**src/rtl/parity_tx_ctrl_pkg.sv**
```systemverilog
// parity_tx_defs: shared definitions for the parity serial transmitter.
//   tx_state_e  - FSM state encodings
//   tx_req_t    - latched request (data byte + parity select)
//   FRAME_BITS  - serial bits per frame (start + 8 data + parity + stop)
//   START_BIT / STOP_BIT - line levels for the framing bits
//   parity_bit() - parity bit that makes {p, data} even (odd=0) or odd (odd=1)
package parity_tx_defs;

  typedef enum logic [2:0] {
    IDLE   = 3'd0,
    START  = 3'd1,
    DATA   = 3'd2,
    PARITY = 3'd3,
    STOP   = 3'd4
  } tx_state_e;

  typedef struct packed {
    logic       odd;
    logic [7:0] data;
  } tx_req_t;

  localparam int   FRAME_BITS = 11;
  localparam logic START_BIT  = 1'b0;
  localparam logic STOP_BIT   = 1'b1;

  function automatic logic parity_bit(input logic [7:0] data, input logic odd);
    return (^data) ^ odd;
  endfunction

endpackage

```
**src/rtl/parity_encoder.sv**
```systemverilog
// parity_encoder: combinational {parity, data} encoder.
//   parity_control - 0 even, 1 odd total count of ones in output_word
//   input_word     - data byte
//   output_word    - {parity, input_word}
module parity_encoder
  import parity_tx_defs::*;
(
  input  logic       parity_control,
  input  logic [7:0] input_word,
  output logic [8:0] output_word
);

  assign output_word = {parity_bit(input_word, parity_control), input_word};

endmodule

```
**src/rtl/parity_tx_ctrl.sv**
```systemverilog
// parity_tx_ctrl: valid/ready byte input, serial frame output
// (start, 8 data LSB first, parity, stop), each bit CLKS_PER_BIT cycles.
//   clk, reset     - rising-edge clock, async active-high reset
//   in_valid       - input_word/parity_control valid
//   input_word     - byte to send
//   parity_control - 0 even, 1 odd
//   in_ready       - accepting a word this cycle (only in IDLE)
//   serial_out     - serial line, idles high, registered
//   output_word    - latched {parity, data}
//   busy           - frame in progress
//   frame_done     - pulse during the last STOP cycle
module parity_tx_ctrl
  import parity_tx_defs::*;
#(
  parameter int CLKS_PER_BIT = 4
) (
  input  logic       clk,
  input  logic       reset,
  input  logic       in_valid,
  input  logic [7:0] input_word,
  input  logic       parity_control,
  output logic       in_ready,
  output logic       serial_out,
  output logic [8:0] output_word,
  output logic       busy,
  output logic       frame_done
);

  localparam logic [7:0] CNT_MAX = 8'(CLKS_PER_BIT - 1);

  tx_state_e  state, state_nxt;
  logic [7:0] cnt, cnt_nxt;
  logic [2:0] idx, idx_nxt;
  logic [8:0] word_q, word_nxt;
  logic [8:0] enc_word;
  logic       serial_nxt, rdy_nxt, busy_nxt, done_nxt;
  logic       hs;
  tx_req_t    req;

  assign req = '{odd: parity_control, data: input_word};

  parity_encoder u_enc (
    .parity_control (req.odd),
    .input_word     (req.data),
    .output_word    (enc_word)
  );

  // in_ready is a flop, so the handshake never sees a combinational
  // in_valid -> in_ready loop.
  assign hs = in_valid && in_ready;

  always_comb begin
    state_nxt = state;
    cnt_nxt   = cnt;
    idx_nxt   = idx;
    word_nxt  = word_q;
    case (state)
      IDLE: begin
        if (hs) begin
          state_nxt = START;
          cnt_nxt   = '0;
          idx_nxt   = '0;
          word_nxt  = enc_word;
        end
      end
      START, DATA, PARITY, STOP: begin
        if (cnt == CNT_MAX) begin
          cnt_nxt = '0;
          case (state)
            START:   begin state_nxt = DATA; idx_nxt = '0; end
            DATA:    begin
              if (idx == 3'd7) state_nxt = PARITY;
              else             idx_nxt   = idx + 3'd1;
            end
            PARITY:  state_nxt = STOP;
            default: state_nxt = IDLE;
          endcase
        end else begin
          cnt_nxt = cnt + 8'd1;
        end
      end
      default: state_nxt = IDLE;
    endcase
  end

  // Outputs are registered from the next-state view so serial_out is a
  // pure flop and the framing lines up with the state register.
  always_comb begin
    serial_nxt = STOP_BIT;
    case (state_nxt)
      START:   serial_nxt = START_BIT;
      DATA:    serial_nxt = word_nxt[idx_nxt];
      PARITY:  serial_nxt = word_nxt[8];
      STOP:    serial_nxt = STOP_BIT;
      default: serial_nxt = STOP_BIT;
    endcase
    rdy_nxt  = (state_nxt == IDLE);
    busy_nxt = (state_nxt != IDLE);
    done_nxt = (state_nxt == STOP) && (cnt_nxt == CNT_MAX);
  end

  always_ff @(posedge clk or posedge reset) begin
    if (reset) begin
      state      <= IDLE;
      cnt        <= '0;
      idx        <= '0;
      word_q     <= '0;
      serial_out <= 1'b1;
      in_ready   <= 1'b0;
      busy       <= 1'b0;
      frame_done <= 1'b0;
    end else begin
      state      <= state_nxt;
      cnt        <= cnt_nxt;
      idx        <= idx_nxt;
      word_q     <= word_nxt;
      serial_out <= serial_nxt;
      in_ready   <= rdy_nxt;
      busy       <= busy_nxt;
      frame_done <= done_nxt;
    end
  end

  assign output_word = word_q;

endmodule

```
**config.mk**
```make
export PLATFORM = sky130hd
export DESIGN_NAME = parity_tx_ctrl
export DESIGN_NICKNAME = d
export VERILOG_FILES = /design/src/rtl/parity_tx_ctrl_pkg.sv /design/src/rtl/parity_encoder.sv /design/src/rtl/parity_tx_ctrl.sv
export SDC_FILE = /design/constraint.sdc
export NUM_CORES = 1
export LEC_CHECK = 0
export BUFFER_PORTS_ARGS = -buffer_cell sky130_fd_sc_hd__clkbuf_2
export CAP_MARGIN = 15
export CORE_AREA = 2 2 71 73
export CTS_BUF_LIST = sky130_fd_sc_hd__clkbuf_8
export CTS_CLUSTER_DIAMETER = 60
export CTS_CLUSTER_SIZE = 12
export DETAILED_ROUTE_END_ITERATION = 6
export DIE_AREA = 0 0 73 75
export MAX_ROUTING_LAYER = met4
export PLACE_DENSITY = 0.5
export REMOVE_ABC_BUFFERS = 1
export SYNTH_ARGS = -nofsm -noshare
export SYNTH_HDL_FRONTEND = slang
export SYNTH_HIERARCHICAL = 1
export SYNTH_SLANG_ARGS = --single-unit
```
**constraint.sdc**
```tcl
create_clock -name clk -period 2.2 [get_ports clk]
set_input_delay 0.22 -clock clk [delete_from_list [all_inputs] [get_ports clk]]
set_output_delay 0.22 -clock clk [all_outputs]
set_load 0.005 [all_outputs]
```
==> summary by stage <==
Setup path
Data on the critical path is required at its endpoint by 2380 ps. The launch instance of the worst register-to-register path is cnt[0]$_DFF_PP0_. The reg2reg setup slack is 50 ps. The kind of critical path is flop to flop. The endpoint identified for the worst register-to-register timing path is frame_done$_DFF_PP0_. The kind of start point of the critical path is a flop. The arrival time of data at the critical path endpoint is 2330 ps. In this run the worst path has a maximum fanout of 7. The worst setup path is captured at a flop. The worst register-to-register path has a depth of 8.

Route
The first-iteration detailed-routing DRC count is 46. The per-cell routed wire length is 14.3 um. Before antenna repair, the detailed router went through 4 iterations. The via total after detailed routing is 1242. The via-per-instance ratio is 5.22. After detailed routing, the number of remaining DRC violations is 0. The routed wire length is 3.40 mm. The remaining antenna violation count is 0.

Power and ir drop
The design draws 2.72 mW. The standby leakage power is 0.876 nW. For this design the ratio of total power to cell area is 1390 mW/mm^2.

The peak ir drop on the vdd network is 700 uV.

Floorplan
The top-level I/O count is 25. In this run the core area contains 25 standard-cell rows. The die width is 73 um. The chip height is 75 um. The die covers 0.00548 mm^2. In this run the standard cell core region covers 0.00466 mm^2.

For this configuration, the core starts out at a cell density of 0.343.

Placed design
Once detailed placement completed, the half-perimeter wirelength came to 2.62 mm. OpenSTA, run right after detailed placement, puts the worst setup slack at 25.1 ps. The total cell area at the placement stage is 0.00179 mm^2. At the end of routability-driven placement, the weighted congestion stood at 0.779. The port buffer count is 24.

STA
At the pin with the least slew margin, the transition time is 436 ps. Setup repair after global routing could not meet its margin everywhere. Derived from the worst setup path, the maximum achievable clock frequency is 0.465 GHz. In the post-route analysis, the smallest setup slack over all paths is 50.1 ps. The clock skew is 4.57 ps. Headroom to the max-slew limit came out at 0.706. In the final timing run, aggregate negative setup slack is 0 ps. The number of failing setup endpoints in the final timing report is 0. Subtracting the final worst setup slack from the clock period gives 2150 ps.

The final period utilization is 0.977. The count of pins over their slew limit is 0. The final number of hold-violating endpoints is 0.

Hold path
In this run the most critical hold path is launched from input_word[6]. The min-delay analysis places its worst path in the category primary input to flop. The worst hold path was traced through 2 stages. The path with the worst hold slack has its endpoint at output_word[6]$_DFF_PP0_.

Final layout
The number of antenna diodes in the final layout is 0. The fraction of final layout cells with drive strength greater than 1 is 0.446. In the layout the commonest cells are sky130_fd_sc_hd__dfrtp_1, sky130_fd_sc_hd__clkbuf_2, sky130_fd_sc_hd__buf_4.

The layout has 460 filler cells. After the last flow step, the layout net total stands at 199. The finished cells cover 0.00195 mm^2. The library cell used most frequently in the layout, excluding fill and tap cells, is sky130_fd_sc_hd__dfrtp_1. The utilization of the core after routing is 0.419. The layout overhead on the synthesized area is 22.3%.

Clock tree
In this run the number of H-tree levels came out at 1. In this run the clock root is driven by a sky130_fd_sc_hd__clkbuf_8. The number of sinks handled by clock tree synthesis is 27. TritonCTS built the clock tree. The clock latency on the worst-skew pair is 270 ps. TritonCTS created 3 clock buffers. After clock tree synthesis, the clock-pin slew on the worst setup and hold paths is 90 ps. The maximum number of buffers from clock root to sink is 2.

Synth
The register bit total from synthesis is 27. A synthesized cell averages 10.7 um^2. The synthesized instance count is 149.

The share of the Yosys chip area taken by registers is 0.424. The yosys synthesis warning count is 6. The synthesized design contains 0 enable-type register cells.

The most instantiated flip-flop cell in the synthesis netlist is sky130_fd_sc_hd__dfrtp_1. The proportion of register bits with asynchronous set or reset after synthesis is 1.00. Synthesis instantiated 54 different standard cells from the library. Summing every instance area after synthesis gives 0.00160 mm^2.

Status
The run finished with clean final reports.

Global routing
The first-pass GRT wire length is 5.82 mm. The number of global-route vias before repair is 1253. The initial antenna violation count is 0. The aggregate global-route resource usage is 0.141. Entering global routing, the biggest net connects 28 pins.

The total overflow reported by the global router is 0.

Run
The number of maximum-capacitance constraint violations is 0.
[metal layers]
metal,track usage,vias to the layer above,part of all wire
li1,-,607,-
met1,0.177,599,0.45
met2,0.235,30,0.50
met3,0.0174,6,0.032
met4,0.0494,0,0.014
met5,-,-,0
[per-stage QoR]
stage,hold WS (ps),std cells
after detailed placement,285,229
after CTS,227,234
after floorplan,272,137
after global placement,281,229
after global routing,228,238
final,232,238
[worst max-delay path, cell delays in order, from the launching register on]
cell,delay (ps)
sky130_fd_sc_hd__dfrtp_1,410
sky130_fd_sc_hd__ha_4,160
sky130_fd_sc_hd__nor4b_4,320
sky130_fd_sc_hd__a211o_4,270
sky130_fd_sc_hd__o21ai_2,70
sky130_fd_sc_hd__nand2_1,90
sky130_fd_sc_hd__o21ai_2,60
sky130_fd_sc_hd__or4_4,550
sky130_fd_sc_hd__nor4_4,130
[registers in the layout (all words and copies together), names as in the netlist]
name / flops
output_word: 9
cnt: 8
idx: 3
state: 3
busy: 1
frame_done: 1
in_ready: 1
serial_out: 1
[how the worst max path moves through the flow]
| stage | from | to | slack (ps) |
|---|---|---|---|
| after global routing | cnt[1]$_DFF_PP0_ | serial_out$_DFF_PP1_ | -60 |
| final | cnt[0]$_DFF_PP0_ | frame_done$_DFF_PP0_ | 50 |
| after floorplan | state[1]$_DFF_PP0_ | serial_out$_DFF_PP1_ | 40 |
| after CTS | cnt[1]$_DFF_PP0_ | serial_out$_DFF_PP1_ | 0.4 |
| after global placement | cnt[1]$_DFF_PP0_ | frame_done$_DFF_PP0_ | 50 |
| after detailed placement | cnt[1]$_DFF_PP0_ | serial_out$_DFF_PP1_ | 30 |
[power breakdown]
part           total [mW]  internal (mW)  leakage (nW)  switching (mW)
Combinational        1.60          0.802         0.509           0.798
Sequential          0.844          0.701         0.340           0.143
Clock               0.273          0.125        0.0269           0.148
[final cells by class]
type	count	area, um^2	share of cell area
clock buffers	3	41.3	0.0211
clock inverters	1	3.75	0.00192
inverters	4	20.0	0.0102
multi-input cells	106	875	0.448
flip-flops and latches	27	677	0.347
well taps	54	67.6	0.0346
repair buffers	43	269	0.138
[Yosys cell counts (2+ instances only)]
| master | count | area (um^2) |
|---|---|---|
| sky130_fd_sc_hd__nor2b_1 | 3 | 18.8 |
| sky130_fd_sc_hd__o21ai_0 | 6 | 30.0 |
| sky130_fd_sc_hd__and3_1 | 4 | 25.0 |
| sky130_fd_sc_hd__dfrtp_1 | 26 | 651 |
| sky130_fd_sc_hd__xor2_1 | 2 | 17.5 |
| sky130_fd_sc_hd__nand3_1 | 4 | 20.0 |
| sky130_fd_sc_hd__nor2_1 | 7 | 26.3 |
| sky130_fd_sc_hd__a31oi_1 | 2 | 12.5 |
| sky130_fd_sc_hd__inv_1 | 3 | 11.3 |
| sky130_fd_sc_hd__buf_4 | 9 | 67.6 |
| sky130_fd_sc_hd__xnor2_1 | 4 | 35.0 |
| sky130_fd_sc_hd__a211oi_1 | 2 | 15.0 |
| sky130_fd_sc_hd__nor3_2 | 2 | 20.0 |
| sky130_fd_sc_hd__nand4b_1 | 2 | 17.5 |
| sky130_fd_sc_hd__mux2_2 | 10 | 113 |
| sky130_fd_sc_hd__o21ai_1 | 8 | 40.0 |
| sky130_fd_sc_hd__buf_6 | 2 | 22.5 |
| sky130_fd_sc_hd__ha_1 | 2 | 25.0 |
| sky130_fd_sc_hd__a41oi_1 | 2 | 17.5 |
| sky130_fd_sc_hd__nand2_1 | 14 | 52.6 |
| sky130_fd_sc_hd__and3_2 | 2 | 15.0 |
[what timing repair did]
action | CTS | global route
setup buffers | 0 | 4
setup endpoints to repair | 0 | 4
hold buffers | 1 | 0
hold endpoints to repair | 26 | 0
resized for setup | 0 | 17
[cells by family (layout without fill, tap and decap cells)]
group                      Yosys count  after routing  synth area share
DFF                                 27             27             0.424
muxes                               12             12            0.0862
buffers and inverters               16             51            0.0705
AOI/OAI and AO/OA                   33             33             0.149
adders and majority gates            2              2            0.0157
xor gates and xnor gates             8              8            0.0572
and+or+nand+nor                     51             51             0.198
No activity file was read; power rests on OpenSTA's default activity.
